<file path="src/rtl/midi_pkg.sv">
// Shared types and constants for the MIDI message decoder: status nibbles,
// receiver state, byte classes, message-type flag indices and data-length lookup.
package midi_pkg;

    // Channel voice status nibbles (upper half of the status byte)
    localparam logic [3:0] NIB_NOTE_OFF   = 4'h8;
    localparam logic [3:0] NIB_NOTE_ON    = 4'h9;
    localparam logic [3:0] NIB_POLY_AT    = 4'hA;
    localparam logic [3:0] NIB_CTRL       = 4'hB;
    localparam logic [3:0] NIB_PRG_CHANGE = 4'hC;
    localparam logic [3:0] NIB_CHAN_PRESS = 4'hD;
    localparam logic [3:0] NIB_PITCH      = 4'hE;

    // System exclusive framing bytes
    localparam logic [7:0] STAT_SYSEX = 8'hF0;
    localparam logic [7:0] STAT_EOX   = 8'hF7;

    // Bit positions inside the one-hot message-type vector
    localparam int FLG_NOTE_ON    = 0;
    localparam int FLG_NOTE_OFF   = 1;
    localparam int FLG_CTRL       = 2;
    localparam int FLG_PRG_CHANGE = 3;
    localparam int FLG_PITCH      = 4;
    localparam int FLG_AFTERTOUCH = 5;
    localparam int FLG_CHAN_PRESS = 6;
    localparam int FLG_W          = 7;

    typedef enum logic [1:0] {
        S_IDLE    = 2'd0,
        S_WAIT_D1 = 2'd1,
        S_WAIT_D2 = 2'd2,
        S_SYSEX   = 2'd3
    } midi_rx_state_t;

    typedef enum logic [2:0] {
        BC_DATA   = 3'd0,
        BC_CHAN   = 3'd1,
        BC_SYSEX  = 3'd2,
        BC_COMMON = 3'd3,
        BC_EOX    = 3'd4,
        BC_RT     = 3'd5
    } byte_class_t;

    // Number of data bytes that follow a channel status byte (0 for anything else)
    function automatic logic [1:0] data_len(input logic [7:0] status);
        logic [1:0] len_v;
        case (status[7:4])
            NIB_NOTE_OFF, NIB_NOTE_ON, NIB_POLY_AT, NIB_CTRL, NIB_PITCH: len_v = 2'd2;
            NIB_PRG_CHANGE, NIB_CHAN_PRESS:                              len_v = 2'd1;
            default:                                                     len_v = 2'd0;
        endcase
        return len_v;
    endfunction

endpackage

</file>
<file path="src/rtl/midi_byte_class.sv">
// Combinational classifier: sorts an incoming MIDI byte into its class and
// reports how many data bytes follow it when it is a channel status byte.
module midi_byte_class
    import midi_pkg::*;
(
    input  logic [7:0]  byte_in,
    output byte_class_t byte_cls,
    output logic [1:0]  dlen
);

    // Decode the byte class from the top bit and the system-message low nibble
    always_comb begin
        byte_cls = BC_DATA;
        if (byte_in[7] == 1'b0) begin
            byte_cls = BC_DATA;
        end else if (byte_in[7:4] != 4'hF) begin
            byte_cls = BC_CHAN;
        end else if (byte_in == STAT_SYSEX) begin
            byte_cls = BC_SYSEX;
        end else if (byte_in == STAT_EOX) begin
            byte_cls = BC_EOX;
        end else if (byte_in[3] == 1'b0) begin
            byte_cls = BC_COMMON;
        end else begin
            byte_cls = BC_RT;
        end
    end

    // Data length only matters for channel status; the lookup yields 0 otherwise
    always_comb begin
        dlen = data_len(byte_in);
    end

endmodule

</file>
<file path="src/rtl/midi_msg_decoder.sv">
// MIDI byte-stream decoder: running-status tracking, channel message assembly
// with channel-mask filtering, SysEx payload pass-through and real-time strobes.
module midi_msg_decoder
    import midi_pkg::*;
#(
    parameter int VEL0_IS_OFF = 1,
    parameter int SYSEX_EN    = 1,
    parameter int CH_W        = 4
) (
    input  logic            reg_clk,
    input  logic            reset,
    input  logic            byte_valid,
    input  logic [7:0]      byte_in,
    input  logic [15:0]     ch_mask,
    output logic            msg_valid,
    output logic [CH_W-1:0] msg_ch,
    output logic [6:0]      msg_d1,
    output logic [6:0]      msg_d2,
    output logic            is_st_note_on,
    output logic            is_st_note_off,
    output logic            is_st_ctrl,
    output logic            is_st_prg_change,
    output logic            is_st_pitch,
    output logic            is_st_aftertouch,
    output logic            is_st_chan_press,
    output logic            sysex_valid,
    output logic [6:0]      sysex_data,
    output logic            sysex_end,
    output logic            rt_valid,
    output logic [7:0]      rt_byte
);

    localparam logic VEL_OFF_C  = (VEL0_IS_OFF != 32'sd0);
    localparam logic SYSEX_ON_C = (SYSEX_EN != 32'sd0);

    byte_class_t    cls_s;
    logic [1:0]     dlen_s;

    midi_rx_state_t state_r, state_s;
    logic [7:0]     run_status_r, run_status_s;
    logic [1:0]     len_r, len_s;
    logic [6:0]     d1_r, d1_s;

    logic             emit_s;
    logic             accept_s;
    logic [6:0]       msg_d1_s, msg_d2_s;
    logic [FLG_W-1:0] flags_s;
    logic             sx_valid_s, sx_end_s, rt_s;

    logic             msg_valid_r;
    logic [CH_W-1:0]  msg_ch_r;
    logic [6:0]       msg_d1_r, msg_d2_r;
    logic [FLG_W-1:0] flags_r;
    logic             sysex_valid_r, sysex_end_r, rt_valid_r;
    logic [6:0]       sysex_data_r;
    logic [7:0]       rt_byte_r;

    midi_byte_class u_class (
        .byte_in  (byte_in),
        .byte_cls (cls_s),
        .dlen     (dlen_s)
    );

    // State and assembly registers (state, running status, length, first data byte)
    always_ff @(posedge reg_clk) begin
        if (reset) begin
            state_r      <= S_IDLE;
            run_status_r <= 8'h00;
            len_r        <= 2'd0;
            d1_r         <= 7'd0;
        end else begin
            state_r      <= state_s;
            run_status_r <= run_status_s;
            len_r        <= len_s;
            d1_r         <= d1_s;
        end
    end

    // Next-state and assembly update; real-time bytes leave everything untouched
    always_comb begin
        state_s      = state_r;
        run_status_s = run_status_r;
        len_s        = len_r;
        d1_s         = d1_r;
        if (byte_valid) begin
            case (cls_s)
                BC_CHAN: begin
                    state_s      = S_WAIT_D1;
                    run_status_s = byte_in;
                    len_s        = dlen_s;
                    d1_s         = 7'd0;
                end
                BC_SYSEX: begin
                    state_s      = S_SYSEX;
                    run_status_s = 8'h00;
                    len_s        = 2'd0;
                end
                BC_COMMON, BC_EOX: begin
                    state_s      = S_IDLE;
                    run_status_s = 8'h00;
                    len_s        = 2'd0;
                end
                BC_DATA: begin
                    case (state_r)
                        S_WAIT_D1: begin
                            d1_s = byte_in[6:0];
                            if (len_r == 2'd2) begin
                                state_s = S_WAIT_D2;
                            end else begin
                                state_s = S_WAIT_D1;
                            end
                        end
                        S_WAIT_D2: state_s = S_WAIT_D1;
                        default:   state_s = state_r;
                    endcase
                end
                default: state_s = state_r;
            endcase
        end else begin
            state_s = state_r;
        end
    end

    // Output decode: message completion, type flags, SysEx and real-time strobes
    always_comb begin
        emit_s     = 1'b0;
        msg_d1_s   = byte_in[6:0];
        msg_d2_s   = 7'd0;
        flags_s    = '0;
        sx_valid_s = 1'b0;
        sx_end_s   = 1'b0;
        rt_s       = 1'b0;

        if (state_r == S_WAIT_D2) begin
            msg_d1_s = d1_r;
            msg_d2_s = byte_in[6:0];
        end else begin
            msg_d1_s = byte_in[6:0];
            msg_d2_s = 7'd0;
        end

        if (byte_valid && (cls_s == BC_DATA)) begin
            if ((state_r == S_WAIT_D2) || ((state_r == S_WAIT_D1) && (len_r == 2'd1))) begin
                emit_s = 1'b1;
            end else begin
                emit_s = 1'b0;
            end
            sx_valid_s = (state_r == S_SYSEX) && SYSEX_ON_C;
        end else begin
            emit_s     = 1'b0;
            sx_valid_s = 1'b0;
        end

        // A SysEx ends on EOX or is aborted by any other non-real-time status
        if (byte_valid && (state_r == S_SYSEX) && (cls_s != BC_DATA) && (cls_s != BC_RT)) begin
            sx_end_s = SYSEX_ON_C;
        end else begin
            sx_end_s = 1'b0;
        end

        rt_s = byte_valid && (cls_s == BC_RT);

        case (run_status_r[7:4])
            NIB_NOTE_OFF:   flags_s[FLG_NOTE_OFF] = 1'b1;
            NIB_NOTE_ON: begin
                if (VEL_OFF_C && (msg_d2_s == 7'd0)) begin
                    flags_s[FLG_NOTE_OFF] = 1'b1;
                end else begin
                    flags_s[FLG_NOTE_ON] = 1'b1;
                end
            end
            NIB_POLY_AT:    flags_s[FLG_AFTERTOUCH] = 1'b1;
            NIB_CTRL:       flags_s[FLG_CTRL] = 1'b1;
            NIB_PRG_CHANGE: flags_s[FLG_PRG_CHANGE] = 1'b1;
            NIB_CHAN_PRESS: flags_s[FLG_CHAN_PRESS] = 1'b1;
            NIB_PITCH:      flags_s[FLG_PITCH] = 1'b1;
            default:        flags_s = '0;
        endcase
    end

    // Channel filter applied to the mask value present with the completing byte
    always_comb begin
        accept_s = emit_s && ch_mask[run_status_r[3:0]];
    end

    // Registered outputs; message payloads and strobe data hold between strobes
    always_ff @(posedge reg_clk) begin
        if (reset) begin
            msg_valid_r   <= 1'b0;
            msg_ch_r      <= '0;
            msg_d1_r      <= 7'd0;
            msg_d2_r      <= 7'd0;
            flags_r       <= '0;
            sysex_valid_r <= 1'b0;
            sysex_data_r  <= 7'd0;
            sysex_end_r   <= 1'b0;
            rt_valid_r    <= 1'b0;
            rt_byte_r     <= 8'h00;
        end else begin
            msg_valid_r   <= accept_s;
            sysex_valid_r <= sx_valid_s;
            sysex_end_r   <= sx_end_s;
            rt_valid_r    <= rt_s;
            if (accept_s) begin
                msg_ch_r <= CH_W'(run_status_r[3:0]);
                msg_d1_r <= msg_d1_s;
                msg_d2_r <= msg_d2_s;
                flags_r  <= flags_s;
            end
            if (sx_valid_s) begin
                sysex_data_r <= byte_in[6:0];
            end
            if (rt_s) begin
                rt_byte_r <= byte_in;
            end
        end
    end

    assign msg_valid        = msg_valid_r;
    assign msg_ch           = msg_ch_r;
    assign msg_d1           = msg_d1_r;
    assign msg_d2           = msg_d2_r;
    assign is_st_note_on    = flags_r[FLG_NOTE_ON];
    assign is_st_note_off   = flags_r[FLG_NOTE_OFF];
    assign is_st_ctrl       = flags_r[FLG_CTRL];
    assign is_st_prg_change = flags_r[FLG_PRG_CHANGE];
    assign is_st_pitch      = flags_r[FLG_PITCH];
    assign is_st_aftertouch = flags_r[FLG_AFTERTOUCH];
    assign is_st_chan_press = flags_r[FLG_CHAN_PRESS];
    assign sysex_valid      = sysex_valid_r;
    assign sysex_data       = sysex_data_r;
    assign sysex_end        = sysex_end_r;
    assign rt_valid         = rt_valid_r;
    assign rt_byte          = rt_byte_r;

endmodule

</file>
<file path="config.mk">
export PLATFORM = sky130hd
export DESIGN_NAME = midi_msg_decoder
export DESIGN_NICKNAME = d
export VERILOG_FILES = /design/src/rtl/midi_pkg.sv /design/src/rtl/midi_byte_class.sv /design/src/rtl/midi_msg_decoder.sv
export SDC_FILE = /design/constraint.sdc
export NUM_CORES = 1
export LEC_CHECK = 0
export BUFFER_PORTS_ARGS = -buffer_cell sky130_fd_sc_hd__buf_2
export CORE_MARGIN = 4
export CORE_UTILIZATION = 50
export CTS_CLUSTER_DIAMETER = 120
export CTS_CLUSTER_SIZE = 12
export DETAILED_ROUTE_END_ITERATION = 6
export HOLD_SLACK_MARGIN = 0.08
export PLACE_DENSITY = 0.74
export SLEW_MARGIN = 20
export SYNTH_ARGS = -nofsm -noshare
export SYNTH_HDL_FRONTEND = slang
export SYNTH_SLANG_ARGS = --single-unit
</file>
<file path="constraint.sdc">
create_clock -name reg_clk -period 2.4 [get_ports reg_clk]
set_input_delay 0.36 -clock reg_clk [delete_from_list [all_inputs] [get_ports reg_clk]]
set_output_delay 0.36 -clock reg_clk [all_outputs]
set_load 0.05 [all_outputs]
</file>
==> impl_metrics.ini, run 1 <==
[status]
status = complete, no violations

[final_layout]
area.sequential_mm2 = 0.001261
area_growth_pct = 23.95
final_cell_mix = 70 x buf_2, 63 x dfxtp_1, 45 x nor2_1
layout-drive-gt1-share = 0.2793
fill_cells = 440
fin_cells = 446
multi_input_area_mm2 = 0.001320
fin_nets = 398
antenna_cells = 0
final_common_cell = buf_2
fin_util = 0.6473

[clock_tree]
clkSinkCount = 63
cts_made_buffers = 9
clk_pin_slew_ns = 0.06
cts_root_buf = clkbuf_8
ctsHoldBuffers = 0
insertion_delay_ns = 0.34
cts_setup_buffers = 0
ctsResizeCount = 0
htree_levels = 3
cts_buffer_depth = 2
tritoncts = yes

[sta]
min_period_ns = 2.111
worst_pin_slew_ns = 0.6628
setup_violations = 0
maxSlewViolCount = 0
period_share = 0.8795
skew_ns = 0.006729
setup_tns_ns = 0
fmax_mhz = 473.7
rsz0062_at_grt = no
relSlewSlack = 0.5525
hold_viol = 0

[drt]
first_iter_violations = 129
viasPerCell = 5.626
drc = 0
dr.pass1.iters = 5
drt.antenna.violating_nets = 0
vias = 2509
routed_wl_um = 6760
wl_per_cell_um = 15.16

[power]
peakVddDrop_uv = 542.7
powerDensity_mw_per_mm2 = 694.6
p_leak_nw = 1.436

[global_routing]
grt_pass1_wl_um = 10920
met2_usage = 0.3322
gr-max-usage-layer = met2
antenna_found_initial = 0
grt_max_degree = 28
grt_use_met1 = 0.2809
track_usage = 0.2146
grt-ovfl-total = 0
grt_pass1_vias = 2316
met3_usage = 0.03618

[floorplan]
die_w_um = 81.50
coreArea_mm2 = 0.005172
initial_core_util = 0.5223
rows = 26
die_area_mm2 = 0.006642
pin_count = 71
die_height_um = 81.50

[yosys]
synth.avg_cell_area_um2 = 8.975
synth_edf_count = 0
synthArstFlopShare = 0
yosysWarningCount = 0
synth_area_mm2 = 0.002701
yosysUniqueCellTypes = 42
synth_flop_cell = dfxtp_1
synth.yosys.seq_area_share = 0.4669
syn_inst = 301
synth_fp_nets = 328
yosys_register_bits = 63

[hold_path]
hold_class = primary input to flip-flop

[placement]
port_buffers = 70
hpwlAfterDp_um = 4661
place.gp.congestion = 0.7828
dp.cells = 430

[worst_setup_path]
path_buf_inv = 1
cpMaxStageDelayCell = dfxtp_1
worstPathArrival_ns = 2.33
cp_top_family = simple AND/OR/NAND/NOR gates
cp_slowest_stage_delay_ns = 0.60
cp.required_ns = 2.62
cp_cell_sequence = mux2i_1, a22o_1, or4_1, buf_4, nand2_2, a311oi_1
crit_fanout = 18
worst-setup-path-type = flip-flop to flip-flop
endpoint_kind = flip-flop
cp-start-kind = flip-flop

[job]
maxCapViolCount = 0
cell usage after synthesis (all sizes together) (2+ instances only):
cell	count	area, um^2
o211ai	7	52.55
nor3b	2	15.01
or4	4	30.03
dfxtp	63	1261
mux2i	18	180.2
a22oi	11	82.58
a311oi	7	61.31
nand4b	10	93.84
nand3b	3	22.52
nand3	16	80.08
nor2	46	175.2
o21ai	13	68.81
nor3	9	45.04
clkbuf	14	52.55
buf	8	63.80
nand2	26	100.1
o21a	2	15.01
mux2	3	33.78
nor2b	5	31.28
a21oi	17	85.08
nand2b	4	25.02
routing by layer:
| layer | vias up | wire length [um] |
|---|---|---|
| li1 | 1225 | - |
| met3 | 12 | 466 |
| met4 | 0 | 155 |
| met2 | 96 | 3080 |
| met5 | - | 0 |
| met1 | 1176 | 3057 |
metrics by stage:
step | total power [mW] | hold slack (ns) | instance area, um^2 | setup WS [ns]
3_5_place_dp | 1.250 | 0.4495 | 3105 | 0.2929
4_1_cts | 2.344 | 0.3502 | 3348 | 0.2739
5_1_grt | 2.406 | 0.3785 | 3348 | 0.1510
3_3_place_gp | 1.248 | 0.4440 | 3105 | 0.3438
2_1_floorplan | 1.194 | 0.4322 | 2701 | 0.4693
6_report | 2.326 | 0.3718 | 3348 | 0.2891
cell families (layout without fill, tap and decap cells):
kind of cell | Yosys count | after routing | share of synthesized area
AO/OA/AOI/OAI | 62 | 62 | 0.1538
buffers and inverters | 23 | 98 | 0.04446
flip-flops | 63 | 63 | 0.4669
multiplexers | 21 | 21 | 0.07920
AND/OR/NAND/NOR | 132 | 132 | 0.2557
sequential cells by signal, indices dropped and copies added (netlist names):
signal        flops
sysex_end         1
run_status_r      8
len_r             2
d1_r              7
msg_valid         1
sysex_data        7
state_r           2
sysex_valid       1
msg_ch            4
rt_valid          1
flags_r           7
rt_byte           8
msg_d2            7
msg_d1            7
area by class of cell:
| type | instances | area share |
|---|---|---|
| clock inverters | 2 | 0.01794 |
| multi-input cells | 215 | 0.3942 |
| repair buffers | 81 | 0.1293 |
| inverters | 1 | 0.001121 |
| well taps | 70 | 0.02616 |
| clock buffers | 14 | 0.05456 |
| flip-flops and latches | 63 | 0.3767 |
worst paths after layout:
kind / cells past startpoint / from / end / slack [ns]
setup reg to reg: 6 / run_status_r[0] / msg_d1[5] / 0.29
hold reg to reg: 2 / d1_r[6] / d1_r[6] / 0.46
hold / removal: 3 / byte_valid / len_r[0] / 0.37
setup / recovery: 6 / run_status_r[0] / msg_d1[5] / 0.29
power by group:
| group | internal (mW) | leakage, nW | switching (mW) |
|---|---|---|---|
| combinational | 0.0587 | 0.804 | 0.0924 |
| clock | 0.699 | 0.123 | 0.399 |
| sequential | 1.06 | 0.509 | 0.0169 |
| total | 1.82 | 1.44 | 0.508 |
worst register-to-register path: stages, from the launching register on:
cell,delay [ns]
dfxtp_1,0.60
mux2i_1,0.14
a22o_1,0.28
or4_1,0.48
buf_4,0.22
nand2_2,0.16
a311oi_1,0.10
Note: power is estimated with default switching activity, not from simulation.
==> run 2, diff against run 1 <==
SETUP_SLACK_MARGIN = 0.3   (was unset)
==> impl_metrics.ini, run 2 (synthesis gave the netlist of run 1 again) <==
[status]
status = complete, no violations

[floorplan]
die_area_mm2 = 0.006642
die_w_um = 81.50
die_height_um = 81.50
coreArea_mm2 = 0.005172
pin_count = 71
rows = 26
initial_core_util = 0.5223

[global_routing]
grt_pass1_vias = 2323
grt_pass1_wl_um = 10940
grt-ovfl-total = 0
grt_max_degree = 28
antenna_found_initial = 0
track_usage = 0.2151

[worst_setup_path]
crit_path_start = run_status_r[0]
cp-start-kind = flip-flop
cp.required_ns = 2.65
worst-setup-path-type = flip-flop to flip-flop
crit_path_end = msg_d1[0]
worstPathArrival_ns = 2.22
endpoint_kind = flip-flop
rr_worst_depth = 7
rrSetupSlack_ns = 0.43
r2r-end = msg_d1[0]
crit_fanout = 15
r2r_start = run_status_r[0]

[power]
total_power_mw = 2.326
switching_share = 0.2181
internal-power_mw = 1.818
switchingPower_mw = 0.5073
power_frac_clock = 0.472
peakVddDrop_uv = 542.7
p_leak_nw = 1.436
p_comb_frac = 0.065
powerDensity_mw_per_mm2 = 693.5
power_frac_seq = 0.463

[drt]
first_iter_violations = 131
wl_per_cell_um = 15.18
dr.pass1.iters = 5
routed_wl_um = 6769
drc = 0
vias = 2489
drt.antenna.violating_nets = 0
viasPerCell = 5.581

[sta]
worst_pin_slew_ns = 0.6618
setup_tns_ns = 0
skew_ns = 0.006848
maxSlewViolCount = 0
fmax_mhz = 508.7
rsz0062_at_grt = no
hold_viol = 0
setup_violations = 0
period_share = 0.8191
min_period_ns = 1.966
relSlewSlack = 0.5532

[final_layout]
fill_cells = 440
final_common_cell = buf_2
layout-drive-gt1-share = 0.2872
final_cell_mix = 70 x buf_2, 61 x dfxtp_1, 45 x nor2_1
fin_util = 0.6483
fin_nets = 398
area_growth_pct = 24.13
antenna_cells = 0
fin_area_mm2 = 0.003353
multi_input_area_mm2 = 0.001323
area.sequential_mm2 = 0.001264
fin_cells = 446

[hold_path]
hold_class = primary input to flip-flop

[job]
maxCapViolCount = 0

[placement]
postPlaceCellArea_mm2 = 0.003105
port_buffers = 70
place.gp.congestion = 0.7828
dp.cells = 430
hpwlAfterDp_um = 4661

[clock_tree]
insertion_delay_ns = 0.34
clkSinkCount = 63
cts_root_buf = clkbuf_8
tritoncts = yes
cts_made_buffers = 9
cts_buffer_depth = 2
clk_pin_slew_ns = 0.07
htree_levels = 3
cts_setup_buffers = 0
ctsHoldBuffers = 0
## run 2: cell types whose count changed in the layout (fill, tap and decap cells not counted)
cell,previous run,this run
dfxtp_2,0,2
nor2b_1,5,4
dfxtp_1,63,61
nor2b_2,0,1
## run 2: power by group through the flow
stage / registers [mW] / clock network [mW] / logic [mW]
2_1_floorplan: 1.10 / 0 / 0.0927
3_3_place_gp: 1.10 / 0 / 0.149
3_5_place_dp: 1.10 / 0 / 0.150
4_1_cts: 1.08 / 1.12 / 0.151
5_1_grt: 1.08 / 1.16 / 0.167
6_report: 1.08 / 1.10 / 0.151
## run 2: area by class of cell
type	instances	area share
Inverter	1	0.001119
Tap cell	70	0.02612
Sequential cell	63	0.3769
Multi-Input combinational cell	215	0.3944
Clock buffer	14	0.05448
Clock inverter	2	0.01791
Timing Repair Buffer	81	0.1291
## run 2: worst min-delay path by stage
stage	cells after the start	start	end
3_3_place_gp	2	d1_r[6]	d1_r[6]
3_5_place_dp	2	d1_r[6]	d1_r[6]
5_1_grt	3	byte_valid	len_r[0]
6_report	3	byte_in[6]	msg_d1[6]
2_1_floorplan	2	d1_r[3]	d1_r[3]
4_1_cts	3	byte_valid	len_r[0]
## run 2: worst max-delay path, stage by stage, from the launching register on
cell	delay, ns
dfxtp_2	0.48
mux2_1	0.18
nor3b_1	0.05
buf_4	0.15
nor4_4	0.42
buf_4	0.28
nor3_1	0.07
a311oi_1	0.24
## run 2: metal layers
metal,vias to the layer above,global-route usage,part of all wire
met5,-,0,0
met3,12,0.03618,0.072
met2,93,0.3339,0.46
li1,1227,-,-
met4,0,0.1250,0.023
met1,1157,0.2809,0.45
## run 2: what timing repair did
item	in CTS	in global routing
pin swaps	0	1
gates resized for setup	1	2
gates cloned	0	0
setup endpoints to repair	7	4
## run 2: metrics by stage
step                      setup WS, ns  hold slack (ns)
final                           0.4341           0.3729
after global routing            0.3051           0.3921
after CTS                       0.4151           0.3502
after detailed placement        0.2929           0.4495
after global placement          0.3438           0.4440
after floorplan                 0.4693           0.4322
==> run 3, diff against run 2 <==
CORE_UTILIZATION = 47   (was 50)
PLACE_DENSITY = 0.73   (was 0.74)
clock period = 1.7 ns   (was 2.4 ns; I/O delays follow)
==> impl_metrics.ini, run 3 (synthesis gave the netlist of run 1 again) <==
[status]
status = finished with violations
violations = negative setup slack

[global_routing]
antenna_found_initial = 0
track_usage = 0.2162
grt_max_degree = 36
grt-ovfl-total = 0
grt_pass1_wl_um = 12300
grt_pass1_vias = 2489

[drt]
drc = 0
viasPerCell = 5.449
drt.antenna.violating_nets = 0
first_iter_violations = 152
routed_wl_um = 7540
vias = 2621
dr.pass1.iters = 4
wl_per_cell_um = 15.68

[power]
peakVddDrop_uv = 659.5
total_power_mw = 3.325
p_leak_nw = 1.665
powerDensity_mw_per_mm2 = 861.0

[floorplan]
coreArea_mm2 = 0.005540
pin_count = 71
initial_core_util = 0.4876
die_height_um = 83.81
rows = 27
die_area_mm2 = 0.007024
die_w_um = 83.81

[worst_setup_path]
worst-setup-path-type = flip-flop to flip-flop
path_buf_inv = 2
cp_slowest_stage_delay_ns = 0.57
worstPathArrival_ns = 2.01
rrSetupSlack_ns = -0.09
endpoint_kind = flip-flop
crit_path_start = run_status_r[0]
cpMostUsedCell = buf_6
cp-start-kind = flip-flop
cp.required_ns = 1.92
cp_top_family = simple AND/OR/NAND/NOR gates
rr_worst_depth = 7
r2r_start = run_status_r[0]
cpMaxStageDelayCell = or4_4
crit_cells = 7
cp_cell_sequence = buf_6, mux2_4, nor3b_4, or4_4, buf_6, nand4b_1, o31ai_2
crit_fanout = 7

[clock_tree]
insertion_delay_ns = 0.34
clk_pin_slew_ns = 0.07
cts_made_buffers = 9
htree_levels = 3
cts_root_buf = clkbuf_8
tritoncts = yes
cts_buffer_depth = 2
clkSinkCount = 63

[final_layout]
final_common_cell = buf_2
area_growth_pct = 42.98
fin_area_mm2 = 0.003862
fin_util = 0.6972
layout-drive-gt1-share = 0.4132
final_cell_mix = 70 x buf_2, 59 x dfxtp_1, 43 x nor2_1
antenna_cells = 0
fin_nets = 432
fin_cells = 481

[sta]
fmax_mhz = 560.2
period_share = 1.050
rsz0062_at_grt = yes
maxSlewViolCount = 0
worst_pin_slew_ns = 0.5557
relSlewSlack = 0.6281
hold_slack_ns = 0.2504
fin_ws_ns = -0.08523
hold_viol = 0
setup_violations = 25
setup_tns_ns = -1.395
min_period_ns = 1.785
skew_ns = 0.008856

[placement]
postPlaceCellArea_mm2 = 0.003356
port_buffers = 70
dp_slack_ns = -0.4063
hpwlAfterDp_um = 5128
place.gp.congestion = 0.9102
dp.cells = 456

[job]
maxCapViolCount = 0

[hold_path]
hold_start = byte_in[4]
hold_class = primary input to flip-flop
min_path_cells = 3
run 3: cell types whose count changed in the layout (fill, tap and decap cells not counted), sizes merged:
| cell | change |
|---|---|
| clkinv | +1 |
| buf | +34 |
| clkbuf | -2 |
run 3: routing by layer:
metal | track usage | routed length, um | part of all wire
met5 | 0 | 0 | 0
met4 | 0.07456 | 129 | 0.017
met3 | 0.06022 | 593 | 0.079
met2 | 0.3369 | 3437 | 0.46
met1 | 0.2870 | 3379 | 0.45
run 3: tightest hold or removal path, stage by stage:
cell,delay [ns]
buf_2,0.14
a22oi_1,0.08
nor2_1,0.08
run 3: power by group:
group	internal [mW]	leakage, nW	switching [mW]
combinational	0.146	1.04	0.168
sequential	1.50	0.511	0.0186
clock	0.935	0.118	0.562
total	2.58	1.66	0.749
run 3: cell type report:
class                   instances  area, um^2
clock buffers                  12       165.2
clock inverters                 3       65.06
fillers                       438        1678
inverters                       1       3.754
multi-input cells             215        1491
flip-flops and latches         63        1271
well taps                      72       90.09
repair buffers                115       775.7
run 3: final timing paths:
kind | to
worst max register to register | flags_r[5]
worst min-delay path | run_status_r[4]
worst min register to register | d1_r[3]
worst max-delay path | flags_r[5]
run 3: timing repair:
item	in CTS	in global routing
pin swaps	20	13
setup endpoints to repair	33	35
hold buffers	0	0
buffers inserted	6	3
gates resized for setup	30	20
gates cloned	1	0
